File: src/rtl/alu_operand_collector.sv
// -----------------------------------------------------------------------------
// alu_operand_collector
//
// Gathers the operands for one ALU operation, possibly spread over several
// upstream beats. The first beat fixes mode/cmd/cin and therefore which
// operands are needed. Once every needed operand has been seen, the operation
// is issued to the ALU for one cycle. If the missing operands do not arrive
// within TIMEOUT collect cycles, the transaction is dropped and timeout_err
// pulses.
//
// Ports
//   clk, rst          clock, synchronous active-high reset
//   ce                clock enable; ce=0 freezes everything
//   in_valid/in_ready upstream handshake (accept = in_valid & in_ready)
//   in_inp_valid      bit0 = in_opa present, bit1 = in_opb present
//   in_opa, in_opb    operand data
//   in_mode, in_cmd,  command fields (used from the first beat only)
//   in_cin
//   opa, opb, mode,   registered operation presented to the ALU
//   cmd, cin
//   inp_valid         operand mask, nonzero only while issuing
//   out_valid         issue strobe
//   timeout_err       pulse when a partial transaction is dropped
// -----------------------------------------------------------------------------
module alu_operand_collector #(
   parameter int DATA_WIDTH = 8,
   parameter int CMD_WIDTH  = 4,
   parameter int TIMEOUT    = 16
) (
   input  logic                  clk,
   input  logic                  rst,
   input  logic                  ce,
   input  logic                  in_valid,
   output logic                  in_ready,
   input  logic [1:0]            in_inp_valid,
   input  logic [DATA_WIDTH-1:0] in_opa,
   input  logic [DATA_WIDTH-1:0] in_opb,
   input  logic                  in_mode,
   input  logic [CMD_WIDTH-1:0]  in_cmd,
   input  logic                  in_cin,
   output logic [DATA_WIDTH-1:0] opa,
   output logic [DATA_WIDTH-1:0] opb,
   output logic                  mode,
   output logic [CMD_WIDTH-1:0]  cmd,
   output logic                  cin,
   output logic [1:0]            inp_valid,
   output logic                  out_valid,
   output logic                  timeout_err
);

   localparam int CNT_W = $clog2(TIMEOUT + 1);
   localparam logic [CNT_W-1:0] TIMEOUT_CNT = CNT_W'(TIMEOUT);
   localparam logic [CNT_W-1:0] CNT_ONE     = CNT_W'(1);

   typedef enum logic [1:0] {
      IDLE,
      COLLECT,
      ISSUE
   } state_t;

   state_t                r_state;
   logic [CNT_W-1:0]      r_cnt;
   logic [1:0]            r_gathered;
   logic [1:0]            r_req;
   logic [DATA_WIDTH-1:0] r_opaHold;
   logic [DATA_WIDTH-1:0] r_opbHold;
   logic                  r_modeHold;
   logic [CMD_WIDTH-1:0]  r_cmdHold;
   logic                  r_cinHold;

   logic [DATA_WIDTH-1:0] r_opa;
   logic [DATA_WIDTH-1:0] r_opb;
   logic                  r_mode;
   logic [CMD_WIDTH-1:0]  r_cmd;
   logic                  r_cin;
   logic [1:0]            r_inpValid;
   logic                  r_outValid;
   logic                  r_timeoutErr;

   logic                  w_accept;
   logic                  w_start;
   logic [1:0]            w_req;
   logic [1:0]            w_nextHave;
   logic [DATA_WIDTH-1:0] w_nextOpa;
   logic [DATA_WIDTH-1:0] w_nextOpb;
   logic                  w_mode;
   logic [CMD_WIDTH-1:0]  w_cmd;
   logic                  w_cin;
   logic                  w_done;

   // Operands the command actually consumes; unknown codes need nothing,
   // so any non-empty beat completes them immediately.
   function automatic logic [1:0] reqMask(input logic m, input logic [CMD_WIDTH-1:0] c);
      int unsigned code;
      code = 32'(c);
      if (m) begin
         if (code inside {4, 5})                   return 2'b01;
         if (code inside {6, 7})                   return 2'b10;
         if (code inside {[0:3], [8:10]})          return 2'b11;
      end else begin
         if (code inside {6, 8, 9})                return 2'b01;
         if (code inside {7, 10, 11})              return 2'b10;
         if (code inside {[0:5], 12, 13})          return 2'b11;
      end
      return 2'b00;
   endfunction

   // in_ready already folds in ce and the ISSUE stall, so w_accept is the
   // full handshake.
   assign in_ready = ce & (r_state != ISSUE);
   assign w_accept = in_valid & in_ready;
   assign w_start  = w_accept & (r_state == IDLE) & (in_inp_valid != 2'b00);

   // View of the transaction after merging the current beat. In IDLE the
   // beat starts from scratch (absent operands read as zero); in COLLECT it
   // overlays the held copy.
   assign w_req      = (r_state == IDLE) ? reqMask(in_mode, in_cmd) : r_req;
   assign w_nextHave = ((r_state == IDLE) ? 2'b00 : r_gathered) | (w_accept ? in_inp_valid : 2'b00);
   assign w_nextOpa  = (w_accept & in_inp_valid[0]) ? in_opa : ((r_state == IDLE) ? '0 : r_opaHold);
   assign w_nextOpb  = (w_accept & in_inp_valid[1]) ? in_opb : ((r_state == IDLE) ? '0 : r_opbHold);
   assign w_mode     = (r_state == IDLE) ? in_mode : r_modeHold;
   assign w_cmd      = (r_state == IDLE) ? in_cmd  : r_cmdHold;
   assign w_cin      = (r_state == IDLE) ? in_cin  : r_cinHold;
   assign w_done     = ((w_nextHave & w_req) == w_req);

   // Collector FSM. A completing beat is checked before the timeout so that
   // an operand arriving on the last allowed cycle still issues. The ALU-side
   // registers load only on entry to ISSUE and otherwise keep the last
   // issued operation.
   always_ff @(posedge clk) begin
      if (rst) begin
         r_state      <= IDLE;
         r_cnt        <= '0;
         r_gathered   <= 2'b00;
         r_req        <= 2'b00;
         r_opaHold    <= '0;
         r_opbHold    <= '0;
         r_modeHold   <= 1'b0;
         r_cmdHold    <= '0;
         r_cinHold    <= 1'b0;
         r_opa        <= '0;
         r_opb        <= '0;
         r_mode       <= 1'b0;
         r_cmd        <= '0;
         r_cin        <= 1'b0;
         r_inpValid   <= 2'b00;
         r_outValid   <= 1'b0;
         r_timeoutErr <= 1'b0;
      end else if (ce) begin
         r_timeoutErr <= 1'b0;
         case (r_state)
            IDLE: begin
               if (w_start) begin
                  r_gathered <= w_nextHave;
                  r_req      <= w_req;
                  r_opaHold  <= w_nextOpa;
                  r_opbHold  <= w_nextOpb;
                  r_modeHold <= w_mode;
                  r_cmdHold  <= w_cmd;
                  r_cinHold  <= w_cin;
                  if (w_done) begin
                     r_state    <= ISSUE;
                     r_outValid <= 1'b1;
                     r_inpValid <= w_nextHave;
                     r_opa      <= w_nextOpa;
                     r_opb      <= w_nextOpb;
                     r_mode     <= w_mode;
                     r_cmd      <= w_cmd;
                     r_cin      <= w_cin;
                  end else begin
                     r_state <= COLLECT;
                     r_cnt   <= CNT_ONE;
                  end
               end
            end
            COLLECT: begin
               r_gathered <= w_nextHave;
               r_opaHold  <= w_nextOpa;
               r_opbHold  <= w_nextOpb;
               if (w_done) begin
                  r_state    <= ISSUE;
                  r_cnt      <= '0;
                  r_outValid <= 1'b1;
                  r_inpValid <= w_nextHave;
                  r_opa      <= w_nextOpa;
                  r_opb      <= w_nextOpb;
                  r_mode     <= w_mode;
                  r_cmd      <= w_cmd;
                  r_cin      <= w_cin;
               end else if (r_cnt == TIMEOUT_CNT) begin
                  r_state      <= IDLE;
                  r_cnt        <= '0;
                  r_gathered   <= 2'b00;
                  r_opaHold    <= '0;
                  r_opbHold    <= '0;
                  r_timeoutErr <= 1'b1;
               end else begin
                  r_cnt <= r_cnt + CNT_ONE;
               end
            end
            ISSUE: begin
               r_state    <= IDLE;
               r_gathered <= 2'b00;
               r_outValid <= 1'b0;
               r_inpValid <= 2'b00;
            end
            default: begin
               r_state <= IDLE;
            end
         endcase
      end
   end

   assign opa         = r_opa;
   assign opb         = r_opb;
   assign mode        = r_mode;
   assign cmd         = r_cmd;
   assign cin         = r_cin;
   assign inp_valid   = r_inpValid;
   assign out_valid   = r_outValid;
   assign timeout_err = r_timeoutErr;

endmodule

File: config.mk
export PLATFORM = sky130hd
export DESIGN_NAME = alu_operand_collector
export DESIGN_NICKNAME = d
export VERILOG_FILES = /design/src/rtl/alu_operand_collector.sv
export SDC_FILE = /design/constraint.sdc
export NUM_CORES = 1
export LEC_CHECK = 0
export BUFFER_PORTS_ARGS = -buffer_cell sky130_fd_sc_hd__buf_2
export CORE_MARGIN = 8
export CORE_UTILIZATION = 56
export DETAILED_ROUTE_END_ITERATION = 8
export GPL_TIMING_DRIVEN = 1
export PLACE_DENSITY = 0.81
export SLEW_MARGIN = 30
export SYNTH_ARGS = -nofsm -noshare
export SYNTH_HDL_FRONTEND = slang
export SYNTH_SLANG_ARGS = --single-unit
File: constraint.sdc
create_clock -name clk -period 8.35 [get_ports clk]
set_input_delay 2.505 -clock clk [delete_from_list [all_inputs] [get_ports clk]]
set_output_delay 2.505 -clock clk [all_outputs]
set_load 0.03 [all_outputs]
==> flow_metrics.tcl, run 1 <==
set metrics [dict create \
    postCtsResizedCells 0 \
    nFillCells 445 \
    fmax_mhz 177 \
    synth.ff_latch_count 59 \
    cts_buffer_depth 2 \
    num_vias 2550 \
    clk_pin_slew_ps 70 \
    crit_path_end_kind "primary output" \
    final.min_clock_period_ps 5650 \
    tightest_slew_ps 936 \
    syn_to_final_growth_pct 17.3 \
    power.leakage_nw 1.35 \
    hold_buffers 0 \
    avgSynthCellArea_um2 8.74 \
    grt-ovfl-total 0 \
    netlist_area_um2 2870 \
    crit_path_frequent_cell "buf_2" \
    synth_top_flop_cell "dfxtp_1" \
    critPathKind "in2out" \
    drtPass1Iterations 4 \
    diodes 0 \
    grt_usage 0.186 \
    postCtsSetupBuffers 0 \
    fp.dieW_um 87.6 \
    synth-seq-area-share 0.412 \
    first_global_vias 2534 \
    arrival_ps 3140 \
    worstPathCellList "buf_2 > nor2b_1 > buf_2" \
    startpoint_type "primary input" \
    critical_path_required_ps 5850 \
    cts_buffers 9 \
    slew_headroom 0.376 \
    cts_root_buf "clkbuf_8" \
    async_reset_ff_frac 0 \
    hp-class "reg2reg" \
    ant_nets 0 \
    routabilityCongestion 0.830 \
    dpl.hpwl_mm 4.49 \
    htree_levels 3 \
    final_nets 405 \
    synth.most_common_cell "dfxtp_1" \
    synth_top_cell_by_area "dfxtp_1" \
    clkLatencyLatePin_ps 340 \
    drive_above_1_share 0.234 \
    dieArea_um2 7670 \
    synth_nets 362 \
    cp_slowest_cell "nor2b_1" \
    clock_sinks 59 \
    p_per_area_nw_per_um2 232 \
    grt_setup_unrepaired "false" \
    grt_max_degree 52 \
    tritoncts "done" \
    dpl_cell_area_um2 3130 \
    ios 55 \
    grt_pass1_wl_mm 11.4 \
    routedWlPerCell_um 14.9 \
    period_share 0.677 \
    synth_edf_count 0 \
    hold_viol 0 \
    yosysTopAreaCellShare 0.412 \
    core.rowCount 26 \
    stdcell_area_um2 3360 \
    pre_cts_slack_ps 2740 \
    yosys_warnings 0 \
    netlist_top_cells_count "dfxtp_1 (59), nor2_1 (38), a21oi_1 (24)" \
    antenna_found_initial 0 \
    drc 0 \
    ys_types 46 \
    portBuffers 54 \
    drtIter0Drc 158 \
    maxCapViolations 0 \
    cp_max_fo 9 \
    status "complete, no violations" \
    slew_violations 0 \
    setup_viol 0 \
    cp_slowest_stage_delay_ps 240 \
    setup_tns_ps 0 \
    finalWirelength_mm 6.65 \
    die_h_um 87.6 \
    skew_ps 6.81 \
    syn_inst 328 \
    core_um2 5010 \
    synth_area_leaders "dfxtp_1 (41%), mux2i_1 (5.2%), nor2_1 (5.0%)" \
    setup_slack_ps 2700 \
    initial_core_util 0.572 \
    viasPerCell 5.72 \
    peakVddDrop_uv 148 \
]
==> placed cells by master, fill, tap and decap left out, types with 10 or more instances in the layout <==
cell type / netlist / routed
nor2_1: 38 / 38
dfxtp_1: 59 / 59
clkbuf_8: 0 / 11
o21ai_0: 11 / 11
a211oi_1: 15 / 15
buf_2: 6 / 53
nand2_1: 21 / 21
mux2i_1: 15 / 15
o21ai_1: 10 / 10
a21oi_1: 24 / 24
==> flip-flops by register name (all words and copies together), names as in the netlist, 2 cells and up <==
register,count
cmd,4
r_opbHold,8
r_req,2
opb,8
r_gathered,2
r_opaHold,8
opa,8
inp_valid,2
r_cnt,5
r_cmdHold,4
r_state,2
==> worst paths after layout <==
check                           slack [ps]                   endpoint  depth (start not counted)                       from
worst max-delay path                  2700                   in_ready                          3                         ce
worst min register to register         450  r_opaHold[2]$_SDFFE_PP0P_                          2  r_opaHold[2]$_SDFFE_PP0P_
worst max register to register        4750  r_opbHold[1]$_SDFFE_PP0P_                          8    r_state[1]$_SDFFE_PP0P_
worst min-delay path                   450  r_opaHold[2]$_SDFFE_PP0P_                          2  r_opaHold[2]$_SDFFE_PP0P_
==> cell families after synthesis <==
family	Yosys count	share of synthesized area
buffers and inverters	30	0.0484
multiplexers	18	0.0641
flip-flops	59	0.412
AO/OA/AOI/OAI	90	0.217
adder cells (fa/ha/maj)	6	0.0262
AND/OR/NAND/NOR	125	0.232
==> cell type report <==
cell class | count | area [um^2] | area share
Clock buffer | 12 | 155 | 0.0461
Clock inverter | 4 | 72.6 | 0.0216
Inverter | 6 | 22.5 | 0.00670
Multi-Input combinational cell | 239 | 1560 | 0.463
Sequential cell | 59 | 1180 | 0.351
Tap cell | 70 | 87.6 | 0.0260
Timing Repair Buffer | 56 | 288 | 0.0856
==> metal layers <==
layer  vias to the layer above  GRT usage  share of wire
li1                       1276          -              -
met1                      1187      0.217           0.45
met2                        74      0.307           0.47
met3                        13     0.0450          0.064
met4                         0     0.0969          0.021
met5                         -          0              0
==> report_power, final <==
group	internal, mW	switching [mW]	total [mW]	leakage (nW)
sequential	0.300	0.00938	0.309	0.478
clock	0.184	0.112	0.296	0.113
combinational	0.0561	0.117	0.173	0.758
total	0.540	0.239	0.779	1.35
==> per-stage QoR <==
step	hold WS, ps	total power [mW]	util	cells
after CTS	449	0.784	0.671	446
final	448	0.779	0.671	446
after global routing	473	0.813	0.671	446
after floorplan	417	0.448	-	328
after global placement	426	0.484	0.625	430
after detailed placement	437	0.488	0.625	430
==> critical path: cells and delay by family <==
family                 cells  cell delay [ps]
buffers and inverters      2              390
and+or+nand+nor            1              240
Power figures use the tool's default switching activity.
==> run 2: changes to the inputs <==
--- a/config.mk
+++ b/config.mk
@@ -7,10 +7,10 @@
 export LEC_CHECK = 0
 export BUFFER_PORTS_ARGS = -buffer_cell sky130_fd_sc_hd__buf_2
 export CORE_MARGIN = 8
-export CORE_UTILIZATION = 56
+export CORE_UTILIZATION = 55
 export DETAILED_ROUTE_END_ITERATION = 8
 export GPL_TIMING_DRIVEN = 1
-export PLACE_DENSITY = 0.81
+export PLACE_DENSITY = 0.79
 export SLEW_MARGIN = 30
 export SYNTH_ARGS = -nofsm -noshare
 export SYNTH_HDL_FRONTEND = slang
==> constraint.sdc (replaced) <==
create_clock -name clk -period 5.25 [get_ports clk]
set_input_delay 1.575 -clock clk [delete_from_list [all_inputs] [get_ports clk]]
set_output_delay 1.575 -clock clk [all_outputs]
set_load 0.03 [all_outputs]
==> flow_metrics.tcl, run 2 (same netlist as run 1, synthesis figures left out) <==
set metrics [dict create \
    dieArea_um2 7780 \
    cp_max_fo 9 \
    finalWirelength_mm 6.59 \
    critical_path_required_ps 3680 \
    crit_path_end_kind "primary output" \
    hp-class "reg2reg" \
    drtPass1Iterations 4 \
    placed_cells 430 \
    clkLatencyLatePin_ps 340 \
    setup_viol 0 \
    htree_levels 3 \
    grt_setup_unrepaired "false" \
    slew_headroom 0.376 \
    die_h_um 88.2 \
    cts_buffers 9 \
    arrival_ps 2160 \
    slew_violations 0 \
    initial_core_util 0.565 \
    nFillCells 463 \
    clock_sinks 59 \
    regArea_um2 1180 \
    grt_pass1_wl_mm 10.8 \
    drtIter0Drc 151 \
    tritoncts "done" \
    dpl.hpwl_mm 4.45 \
    final_nets 405 \
    whs_ps 445 \
    finalPower_mw 1.18 \
    postCtsSetupBuffers 0 \
    ant_nets 0 \
    hold_path_end "r_opbHold[6]$_SDFFE_PP0P_" \
    fmax_mhz 268 \
    r2r-end "r_opbHold[2]$_SDFFE_PP0P_" \
    maxCapViolations 0 \
    skew_ps 9.30 \
    instances_no_fill 446 \
    postCtsResizedCells 0 \
    num_vias 2523 \
    ios 55 \
    peakVddDrop_uv 233 \
    routabilityCongestion 0.816 \
    cts_buffer_depth 2 \
    diodes 0 \
    final_common_cell "dfxtp_1" \
    core_um2 5070 \
    drc 0 \
    min_path_cells 2 \
    grt-ovfl-total 0 \
    startpoint_type "primary input" \
    viasPerCell 5.66 \
    drive_above_1_share 0.231 \
    hold_viol 0 \
    first_global_vias 2334 \
    utilization 0.656 \
    critPathKind "in2out" \
    tightest_slew_ps 935 \
    period_share 0.711 \
    grt_max_degree 52 \
    hold_path_startpoint "r_opbHold[6]$_SDFFE_PP0P_" \
    hold_buffers 0 \
    rrSetupSlack_ps 1620 \
    syn_to_final_growth_pct 16.1 \
    multi_input_area_um2 1560 \
    core.rowCount 26 \
    r2r-start "r_state[1]$_SDFFE_PP0P_" \
    fp.dieW_um 88.2 \
    clk_pin_slew_ps 60 \
    mostFrequentLayoutCells "dfxtp_1 (59), buf_2 (53), nor2_1 (38)" \
    power.leakage_nw 1.33 \
    portBuffers 54 \
    status "complete, no violations" \
    p_per_area_nw_per_um2 353 \
    r2r_cells 8 \
    routedWlPerCell_um 14.8 \
    cts_root_buf "clkbuf_8" \
    grt_usage 0.175 \
    setup_tns_ps 0 \
    antenna_found_initial 0 \
    final.min_clock_period_ps 3740 \
]
[run 2: worst max path at each step]
stage	to	from	slack (ps)	cells after the start
2_1_floorplan	in_ready	ce	1610	1
3_3_place_gp	r_opbHold[3]$_SDFFE_PP0P_	ce	1400	6
3_5_place_dp	r_opbHold[2]$_SDFFE_PP0P_	ce	1280	6
4_1_cts	in_ready	ce	1500	3
5_1_grt	r_opbHold[2]$_SDFFE_PP0P_	r_state[1]$_SDFFE_PP0P_	1350	8
6_report	in_ready	ce	1510	3
[run 2: metal layers]
metal / vias up / routed length, um / track usage
met3: 11 / 449 / 0.0520
met2: 63 / 3060 / 0.280
met1: 1175 / 2960 / 0.210
met5: - / 0 / 0
met4: 0 / 126 / 0.0860
li1: 1274 / - / -
[run 2: per-stage QoR]
stage	setup WS (ps)	instance area, um^2
after global placement	1400	3130
after detailed placement	1280	3130
after global routing	1350	3330
after CTS	1500	3330
final	1510	3330
after floorplan	1610	2870
[run 2: cell type report]
cell class                 instances  share of cell area
timing repair buffer              56              0.0864
sequential                        59               0.355
inverter                           6             0.00676
tap                               70              0.0263
clock inverter                     4              0.0150
clock buffer                      12              0.0436
multi-input combinational        239               0.467
[run 2: critical path, stage by stage]
cell     delay, ps
buf_2          140
nor2b_1        210
buf_2          230
[run 2: power by group]
group | internal, mW | switching (mW)
clock | 0.231 | 0.177
combinational | 0.0892 | 0.187
sequential | 0.477 | 0.0150
==> run 3: changes to the inputs <==
==> constraint.sdc (replaced) <==
create_clock -name clk -period 3.8 [get_ports clk]
set_input_delay 1.14 -clock clk [delete_from_list [all_inputs] [get_ports clk]]
set_output_delay 1.14 -clock clk [all_outputs]
set_load 0.03 [all_outputs]
==> flow_metrics.tcl, run 3 (same netlist as run 1, synthesis figures left out) <==
set metrics [dict create \
    status "complete, no violations" \
    final.min_clock_period_ps 3090 \
    dieArea_um2 7780 \
    die_h_um 88.2 \
    r2r-start "r_state[1]$_SDFFE_PP0P_" \
    maxCapViolations 0 \
    p_seq_frac 0.394 \
    clk_pin_slew_ps 70 \
    grt_max_degree 37 \
    setup_tns_ps 0 \
    ios 55 \
    cts_buffers 9 \
    fmax_mhz 323 \
    dpl_cell_area_um2 3170 \
    hold_path_startpoint "r_opbHold[3]$_SDFFE_PP0P_" \
    hp-class "reg2reg" \
    skew_ps 12.2 \
    crit_path_end_kind "flip-flop" \
    drtPass1Iterations 5 \
    hold_buffers 0 \
    cts_buffer_depth 2 \
    postCtsResizedCells 0 \
    drive_above_1_share 0.247 \
    drtIter0Drc 172 \
    grt_setup_unrepaired "false" \
    final_common_cell "dfxtp_1" \
    first_global_vias 2567 \
    multi_input_area_um2 1560 \
    routedWlPerCell_um 15.0 \
    fp.dieW_um 88.2 \
    core_um2 5070 \
    cp_max_fo 16 \
    whs_ps 448 \
    crit_family "compound AO/OA/AOI/OAI gates" \
    slew_violations 0 \
    startpoint_type "flip-flop" \
    clock_sinks 59 \
    setup_slack_ps 705 \
    p_per_area_nw_per_um2 507 \
    critical_path_required_ps 4030 \
    cp_slowest_cell "ha_1" \
    diodes 0 \
    cts_root_buf "clkbuf_8" \
    htree_levels 3 \
    power.leakage_nw 1.38 \
    initial_core_util 0.565 \
    critPathKind "reg2reg" \
    period_share 0.814 \
    p_int_mw 1.19 \
    switching_share 0.308 \
    viasPerCell 5.63 \
    nFillCells 444 \
    setup.worst_path.start "r_state[1]$_SDFFE_PP0P_" \
    pre_cts_slack_ps 632 \
    clkLatencyLatePin_ps 340 \
    ant_nets 0 \
    antenna_found_initial 0 \
    final_nets 410 \
    dpl.hpwl_mm 4.73 \
    tritoncts "done" \
    syn_to_final_growth_pct 18.8 \
    regArea_um2 1180 \
    mostFrequentLayoutCells "dfxtp_1 (59), buf_2 (54), nor2_1 (38)" \
    slew_headroom 0.532 \
    worstPathCellList "inv_1 > ha_1 > inv_1 > a21o_1 > a211oi_2 > a21o_1 > a311o_1 > buf_4 > o21ai_0" \
    tightest_slew_ps 701 \
    routabilityCongestion 0.827 \
    clock_power_share 0.381 \
    pwr-share-comb 0.225 \
    num_vias 2540 \
    stdcell_area_um2 3410 \
    setup_viol 0 \
    postCtsSetupBuffers 0 \
    finalWirelength_mm 6.78 \
    core.rowCount 26 \
    cp_slowest_stage_delay_ps 630 \
    p_sw_mw 0.533 \
    arrival_ps 3320 \
    grt-ovfl-total 0 \
    hold_viol 0 \
    worst-path-buf-inv 3 \
    grt_pass1_wl_mm 11.4 \
    peakVddDrop_uv 351 \
    drc 0 \
    grt_usage 0.186 \
    portBuffers 54 \
]
run 3: layout make-up:
type                            instances  area share
Tap cell                               70      0.0257
Inverter                                6     0.00661
Clock buffer                           11      0.0444
Clock inverter                          5      0.0250
Sequential cell                        59       0.347
Multi-Input combinational cell        239       0.457
Timing Repair Buffer                   61      0.0947
run 3: metrics by stage:
stage	instances	util	total power, mW
after global routing	451	0.671	1.81
after global placement	435	0.624	1.07
after floorplan	328	-	0.984
final	451	0.671	1.73
after detailed placement	435	0.625	1.08
after CTS	451	0.671	1.74
run 3: worst register-to-register path, stage by stage, from the launching register on:
cell and delay (ps):
dfxtp_1 330, inv_1 140, ha_1 630, inv_1 410, a21o_1 290, a211oi_2 310
a21o_1 330, a311o_1 230, buf_4 200, o21ai_0 120
run 3: power groups by stage:
stage | logic, mW | clock network, mW | registers (mW)
final | 0.389 | 0.658 | 0.680
after floorplan | 0.240 | 0 | 0.744
after global placement | 0.382 | 0 | 0.692
after CTS | 0.390 | 0.673 | 0.681
after detailed placement | 0.388 | 0 | 0.694
after global routing | 0.423 | 0.702 | 0.686
run 3: path summary, 6_finish.rpt:
kind / slack, ps / end / depth (start not counted)
worst max-delay path: 710 / r_opbHold[0]$_SDFFE_PP0P_ / 9
worst min register to register: 450 / r_opbHold[3]$_SDFFE_PP0P_ / 2
worst min-delay path: 450 / r_opbHold[3]$_SDFFE_PP0P_ / 2
worst max register to register: 710 / r_opbHold[0]$_SDFFE_PP0P_ / 9
run 3: routing by layer:
metal  vias to the layer above  track usage  share of wire
met4                         0       0.0922          0.020
li1                       1285            -              -
met2                        72        0.316           0.48
met3                        11       0.0566          0.072
met5                         -            0              0
met1                      1172        0.207           0.43
